<file path="src/rtl/pipe_ctrl_pkg.sv">
// Shared types for the five-stage pipeline control logic.
package pipe_ctrl_pkg;

  typedef enum logic [1:0] {
    RUN     = 2'd0,
    MEMWAIT = 2'd1,
    HALT    = 2'd2
  } ctrl_state_t;

endpackage

</file>
<file path="src/rtl/sat_counter.sv">
// Up-counter that sticks at all-ones; clr takes priority over inc.
module sat_counter #(
  parameter int W = 8
) (
  input  logic         clk,
  input  logic         reset,
  input  logic         inc,
  input  logic         clr,
  output logic [W-1:0] count
);

  always_ff @(posedge clk or negedge reset) begin
    if (!reset) begin
      count <= '0;
    end else if (clr) begin
      count <= '0;
    end else if (inc && (count != '1)) begin
      count <= count + W'(1);
    end
  end

endmodule

</file>
<file path="src/rtl/pipe_ctrl.sv">
// Stall/flush sequencer for the IF-ID-EX-MEM-WB pipeline: arbitrates HLT,
// main-memory waits with timeout, taken-branch flushes and load-use stalls.
module pipe_ctrl
  import pipe_ctrl_pkg::*;
#(
  parameter int TIMEOUT = 255,
  parameter int TO_W    = 8,
  parameter int CNT_W   = 16
) (
  input  logic             clk,
  input  logic             reset,
  input  logic             load_use,
  input  logic             branch_taken,
  input  logic             mem_access,
  input  logic             mem_ack,
  input  logic             halt_wb,
  input  logic             restart,
  output logic             en_pc,
  output logic             en_ifid,
  output logic             en_idex,
  output logic             en_exmem,
  output logic             en_memwb,
  output logic             flush_ifid,
  output logic             flush_idex,
  output logic             flush_exmem,
  output logic             flush_memwb,
  output logic             mem_req,
  output logic             halted,
  output logic             timeout_err,
  output logic [CNT_W-1:0] stall_cycles
);

  ctrl_state_t     state, next_state;
  logic [TO_W-1:0] to_count;
  logic            mem_wait;
  logic            to_inc;
  logic            to_fire;

  // Once in MEMWAIT the access is outstanding until ack, whatever mem_access does.
  assign mem_wait = (state == MEMWAIT) ? !mem_ack : (mem_access && !mem_ack);

  always_comb begin
    next_state  = state;
    en_pc       = 1'b1;
    en_ifid     = 1'b1;
    en_idex     = 1'b1;
    en_exmem    = 1'b1;
    en_memwb    = 1'b1;
    flush_ifid  = 1'b0;
    flush_idex  = 1'b0;
    flush_exmem = 1'b0;
    flush_memwb = 1'b0;
    mem_req     = 1'b0;
    to_inc      = 1'b0;
    to_fire     = 1'b0;
    case (state)
      RUN, MEMWAIT: begin
        mem_req = mem_access;
        if (halt_wb) begin
          // Squash everything younger than the HLT while it retires.
          en_pc       = 1'b0;
          flush_ifid  = 1'b1;
          flush_idex  = 1'b1;
          flush_exmem = 1'b1;
          flush_memwb = 1'b1;
          mem_req     = 1'b0;
          next_state  = HALT;
        end else if (mem_wait) begin
          en_pc       = 1'b0;
          en_ifid     = 1'b0;
          en_idex     = 1'b0;
          en_exmem    = 1'b0;
          flush_memwb = 1'b1;
          to_inc      = 1'b1;
          if (to_count == TO_W'(TIMEOUT - 1)) begin
            to_fire    = 1'b1;
            next_state = HALT;
          end else begin
            next_state = MEMWAIT;
          end
        end else begin
          next_state = RUN;
          if (branch_taken) begin
            flush_ifid = 1'b1;
            flush_idex = 1'b1;
          end else if (load_use) begin
            en_pc      = 1'b0;
            en_ifid    = 1'b0;
            flush_idex = 1'b1;
          end
        end
      end
      HALT: begin
        en_pc    = 1'b0;
        en_ifid  = 1'b0;
        en_idex  = 1'b0;
        en_exmem = 1'b0;
        en_memwb = 1'b0;
        if (restart) next_state = RUN;
      end
      default: next_state = RUN;
    endcase
  end

  always_ff @(posedge clk or negedge reset) begin
    if (!reset) begin
      state       <= RUN;
      halted      <= 1'b0;
      timeout_err <= 1'b0;
    end else begin
      state  <= next_state;
      halted <= (next_state == HALT);
      if ((state == HALT) && restart) begin
        timeout_err <= 1'b0;
      end else if (to_fire) begin
        timeout_err <= 1'b1;
      end
    end
  end

  sat_counter #(.W(TO_W)) u_timeout_cnt (
    .clk   (clk),
    .reset (reset),
    .inc   (to_inc),
    .clr   (next_state != MEMWAIT),
    .count (to_count)
  );

  sat_counter #(.W(CNT_W)) u_stall_cnt (
    .clk   (clk),
    .reset (reset),
    .inc   ((state != HALT) && !en_pc),
    .clr   ((state == HALT) && restart),
    .count (stall_cycles)
  );

endmodule

</file>
<file path="config.mk">
export PLATFORM = sky130hd
export DESIGN_NAME = pipe_ctrl
export DESIGN_NICKNAME = d
export VERILOG_FILES = /design/src/rtl/pipe_ctrl_pkg.sv /design/src/rtl/sat_counter.sv /design/src/rtl/pipe_ctrl.sv
export SDC_FILE = /design/constraint.sdc
export NUM_CORES = 1
export LEC_CHECK = 0
export ABC_CLOCK_PERIOD_IN_PS = 2200
export BUFFER_PORTS_ARGS = -buffer_cell sky130_fd_sc_hd__buf_2
export CAP_MARGIN = 20
export CORE_MARGIN = 2
export CORE_UTILIZATION = 40
export DETAILED_ROUTE_END_ITERATION = 7
export SLEW_MARGIN = 25
export SYNTH_ARGS = -nofsm -noshare
export SYNTH_HDL_FRONTEND = slang
export SYNTH_SLANG_ARGS = --single-unit
</file>
<file path="constraint.sdc">
create_clock -name clk -period 2.2 [get_ports clk]
set_input_delay 0.33 -clock clk [delete_from_list [all_inputs] [get_ports clk]]
set_output_delay 0.33 -clock clk [all_outputs]
set_load 0.01 [all_outputs]
</file>
* Word-level counts from Yosys, hierarchy flattened
Cells that the tools add are included.
** Storage, ports and cells
- Bits of input ports :: 8
- Logic and storage cells :: 72
- Output and inout port bits :: 28
- Register bits :: 28
** Cells by class
- Reduce and logical (&&, ||, !) cells :: 12
- Add/sub/neg operators :: 2
- Mux-type cells :: 45
- Equality and inequality tests :: 8
** Operators with widths (count)
- $mux W1 :: 33
- $mux W16 :: 2
- $add A16 B1 Y16 const B :: 1
- $mux W8 :: 2
- $ne A16 B16 Y1 const B :: 1
- $add A8 B1 Y8 const B :: 1
- $eq A8 B8 Y1 const B :: 1
- $mux W2 :: 4
- $ne A8 B8 Y1 const B :: 1
- $pmux W1 S2 :: 3
- $reduce_bool A2 Y1 :: 3
- $logic_and A1 B1 Y1 :: 5
- $eq A2 B2 Y1 const B :: 2
- $pmux W2 S2 :: 1
- $eq A2 B1 Y1 const B :: 1
- $logic_not A1 Y1 :: 2
- $logic_not A2 Y1 :: 1
- $ne A2 B1 Y1 const B :: 1
- $ne A2 B2 Y1 const B :: 1
- $reduce_or A2 Y1 :: 1

* Longest topological paths before layout
- Depth after elaboration :: 11
- Depth in mapped cells :: 6
- Mapped depth without buffers :: 5

* Hierarchy
A second synthesis with hierarchy kept.
** Unflattened totals
- Cell total of the unflattened synthesis :: 178
- Area total of the unflattened synthesis :: 1676.6 sq um
** By module, submodules not included
- sat_counter at u_stall_cnt :: area each 942.2 sq um, instances 1, cells an instance 98, sequential area each 400.4 sq um
- sat_counter at u_timeout_cnt :: area each 430.4 sq um, instances 1, cells an instance 42, sequential area each 200.2 sq um
- pipe_ctrl :: area each 304.0 sq um, instances 1, cells an instance 38, sequential area each 100.1 sq um

* Least setup slack after synthesis
Ideal clock, no wire load.
- Path kind :: flip-flop to flip-flop
- From :: register u_stall_cnt.count[0]
- To :: register u_stall_cnt.count[14]
- Period minus slack after synthesis :: 1.807 ns
- Data arrival time :: 1.687 ns
- Library setup time :: 0.120 ns
- Stages on the path, launching flop included :: 6
- Slack :: 0.393 ns
- Path buffers :: 0
- Required time :: 2.080 ns
- Path through :: dfrtp_1 ha_1 nand4_2 or2_4 or4_1 o211a_1
** On the way
- Word-level cells in the longest chain between the ends :: 3
** RTL lines
- start: declaration :: line sat_counter.sv:9 : output logic [W-1:0] count
- start signal: assignment :: line sat_counter.sv:18 : count <= count + W'(1);
- $add A16 B1 Y16 / $ne A16 B16 Y1 (equally long branches) :: line sat_counter.sv:18, sat_counter.sv:17
- $mux W16 / $logic_and A1 B1 Y1 (equally long branches) :: line sat_counter.sv:17 : end else if (inc && (count != '1)) begin
- $mux W16 / $reduce_bool A2 Y1 (equally long branches)
Parallel ways exist; a longest one is shown, timed or not. The select of a mux whose other input is x is not followed.
A chain may end at the register's enable or synchronous reset.

* Worst setup path after layout
- From :: register state[1]
- To :: output flush_idex
** On the way
- Word-level cells in the longest chain between the ends :: 5
** RTL lines
- start: declaration :: line pipe_ctrl.sv:33 : ctrl_state_t state, next_state;
- start signal: assignment :: line pipe_ctrl.sv:111 : state <= next_state;
- $eq A2 B1 Y1 :: line pipe_ctrl.sv:40, pipe_ctrl.sv:56
- $mux W1 :: line pipe_ctrl.sv:40 : assign mem_wait = (state == MEMWAIT) ? !mem_ack : (mem_access && !mem_ack);
- $mux W1 :: line pipe_ctrl.sv:68 : end else if (mem_wait) begin
- $mux W1 :: line pipe_ctrl.sv:59 : if (halt_wb) begin
- $mux W1 * :: line pipe_ctrl.sv:56 : case (state)
- end: declaration :: line pipe_ctrl.sv:24 : output logic flush_idex,
Every way passes the cells marked *; elsewhere a longest branch is shown, timed or not.

==> results.toml <==
[global_routing]
track_usage_pct = 17.0
first_global_vias = 1502
pin_count_of_the_biggest_net_entering_global_routing = 29
grt_first_pass_wirelength_mm = 6.82
globalRoute.totalOverflow = 0
antenna_found_initial = 0

[detailed_routing]
routedWlPerCell_um = 15.1
drtAntennaViolNets = 0
drc = 0
routed_via_density = 5.92
drt-initial-drc-count = 105
dr_total_vias = 1580
routed_wl_mm = 4.02
detailed_routing_iterations_pass_1 = 4

[die]
start_util_pct = 42.1
die-area_sq_um = 4810
chipWidth_um = 69.3
placeableCoreArea_sq_um = 4060
row_count = 23
chipHeight_um = 69.3
top_ports = 36

[setup_path]
cell_at_the_slowest_stage_of_the_critical_path = "sky130_fd_sc_hd__dfrtp_1"
peak_per_stage_delay_on_the_critical_path_ns = 0.57
cp-end-kind = "output pin"
cp-start-kind = "register"
worst-path-max-fanout = 12
arrival_ns = 1.71
timing_worst_setup_path_type = "register to output pin"
worstPathCellList = "nor2b_1, o21ba_2, o31ai_1, a21o_1, buf_2"
worst_ep_required_time_ns = 1.87
regToRegSetupSlack_ns = 0.31
cp-startpoint = "state[1]"
worst_reg2reg_path_startpoint = "u_stall_cnt.count[0]"

[yosys]
ys_seq_area_share_pct = 41.0
synth_cells = 182
postSynthRegisterBits = 28
netlist-cell-type-count = 43
synthesis.area_sq_um = 1710
avgSynthCellArea_sq_um = 9.38
yosys_warnings = 0
synth.net_count = 193

[clock_network]
cts_post_setup_buffers_inserted = 0
clockBufferDepth = 2
clkLatencyLatePin_ns = 0.27
clkSlewWorstSetupHoldPaths_ns = 0.09
cts_htree_levels = 1
clock_buffers_created_by_tritoncts = 3
tritoncts_clock_tree = "yes"
clock-root-buffer = "sky130_fd_sc_hd__clkbuf_8"
postCtsHoldBufs = 0
clock_sink_count = 28
post_cts_resized = 0

[placement]
place.gp.congestion = 0.881
hpwlAfterDp_mm = 2.97
placed_cell_area_sq_um = 1930
placed_cells = 263
port_buffer_count = 35

[layout]
area_growth_syn_to_layout_pct = 16.2
layout_common_cells = "sky130_fd_sc_hd__buf_2 (35), sky130_fd_sc_hd__dfrtp_1 (28), sky130_fd_sc_hd__nand2_1 (17)"
fin_area_sq_um = 1980
num-nets-final = 229
nFillCells = 387
layout-drive-gt1-share_pct = 23.0
layout_commonest_cell = "sky130_fd_sc_hd__buf_2"
fin_cells = 267
antenna-diode-count = 0

[hold_path]
min_path_type = "input port to asynchronous set/reset pin"

[pwr]
leakage_nw = 0.908
power_density_nw_per_um2 = 624
vdd_ir_drop_max_uv = 297

[timing]
tightestPinTransition_ns = 0.639
totalNegativeSetupSlack_ns = 0
post_route_clock_period_utilization_pct = 92.8
timing.final.setup_violations = 0
clock_skew_ns = 0.00410
fmax_mhz = 490
period_minus_slack_ns = 2.04
maxSlewHeadroom_pct = 57.4
final_max_slew_viol_count = 0
hold_violations = 0
rsz0062_at_grt = "false"

[flow_run]
max-cap-violations = 0

[outcome]
outcome = "completed"
[power breakdown]
part | switching (mW) | leakage [nW] | internal [mW]
registers | 0.0656 | 0.382 | 0.551
logic | 0.179 | 0.497 | 0.123
clock network | 0.160 | 0.0288 | 0.160
[final timing paths]
path,endpoint,cells past startpoint
setup / recovery,flush_idex,5
hold / removal,u_stall_cnt.count[5],1
setup reg to reg,u_stall_cnt.count[4],6
hold reg to reg,timeout_err,1
max in group asynchronous,u_timeout_cnt.count[2],1
min in group clk,state[1],2
[cell families after synthesis]
| kind of cell | Yosys count | share of synthesized area [%] |
|---|---|---|
| AO/OA/AOI/OAI | 29 | 13.6 |
| buffers and inverters | 13 | 3.37 |
| flip-flops | 28 | 41.0 |
| XOR/XNOR | 3 | 1.54 |
| adder cells (fa/ha/maj) | 3 | 2.20 |
| multiplexers | 10 | 5.93 |
| AND/OR/NAND/NOR | 96 | 32.4 |
[layer usage]
| metal | wire, um | GRT usage (%) |
|---|---|---|
| met1 | 1710 | 20.4 |
| met2 | 2120 | 30.2 |
| met3 | 128 | 3.05 |
| met4 | 69 | 6.32 |
| met5 | 0 | 0 |
[stage by stage]
step	hold slack, ns	setup slack [ns]	total power, mW	utilization, %
5_1_grt	0.115	0.0115	1.31	48.9
2_1_floorplan	0.0344	0.393	0.806	-
6_report	0.0698	0.159	1.24	48.9
4_1_cts	0.0848	0.161	1.25	48.9
3_5_place_dp	0.398	0.331	0.927	47.5
3_3_place_gp	0.379	0.403	0.908	47.5
[synth_stat cells (all sizes together)]
library cell  count  area, sq um
a32o              1         10.0
dfrtp            28          701
or2               1         8.76
nand2            17         63.8
mux2i             9         90.1
nor2             11         48.8
or3               2         12.5
mux2              1         11.3
or4               4         33.8
o21a              1         7.51
a31o              1         17.5
clkbuf            3         11.3
nor4b             2         17.5
nand3            12         60.1
and4              2         17.5
inv               7         26.3
nor3              5         25.0
nand4            10         68.8
o211ai            2         15.0
xnor2             3         26.3
a221o             3         30.0
nor4              9         62.6
buf               3         20.0
and2              4         25.0
a21oi             8         51.3
nor2b             3         18.8
o31ai             4         30.0
o21ba             1         10.0
a211oi            2         15.0
nor3b             2         15.0
and3              5         31.3
a31oi             2         12.5
o21bai            2         15.0
o211a             1         10.0
a21o              1         7.51
ha                3         37.5
nand2b            7         43.8
[registers in the layout (all words and copies together), names as in the netlist]
register	flops
u_timeout_cnt.count	8
halted	1
u_stall_cnt.count	16
timeout_err	1
state	2
[worst max-delay path: cells and delay by family (launching register included)]
kind	cells	cell delay, ns
flops	1	0.57
compound gates	3	0.63
simple gates	1	0.11
buf+inv	1	0.12
[cell type report]
| cell class | instances | area [sq um] | share of cell area, % |
|---|---|---|---|
| multi-input combinational | 141 | 950 | 47.9 |
| sequential | 28 | 701 | 35.3 |
| timing repair buffer | 37 | 190 | 9.58 |
| tap | 50 | 62.6 | 3.15 |
| clock buffer | 4 | 55.1 | 2.77 |
| inverter | 7 | 26.3 | 1.32 |
(Power assumes the default switching activity.)
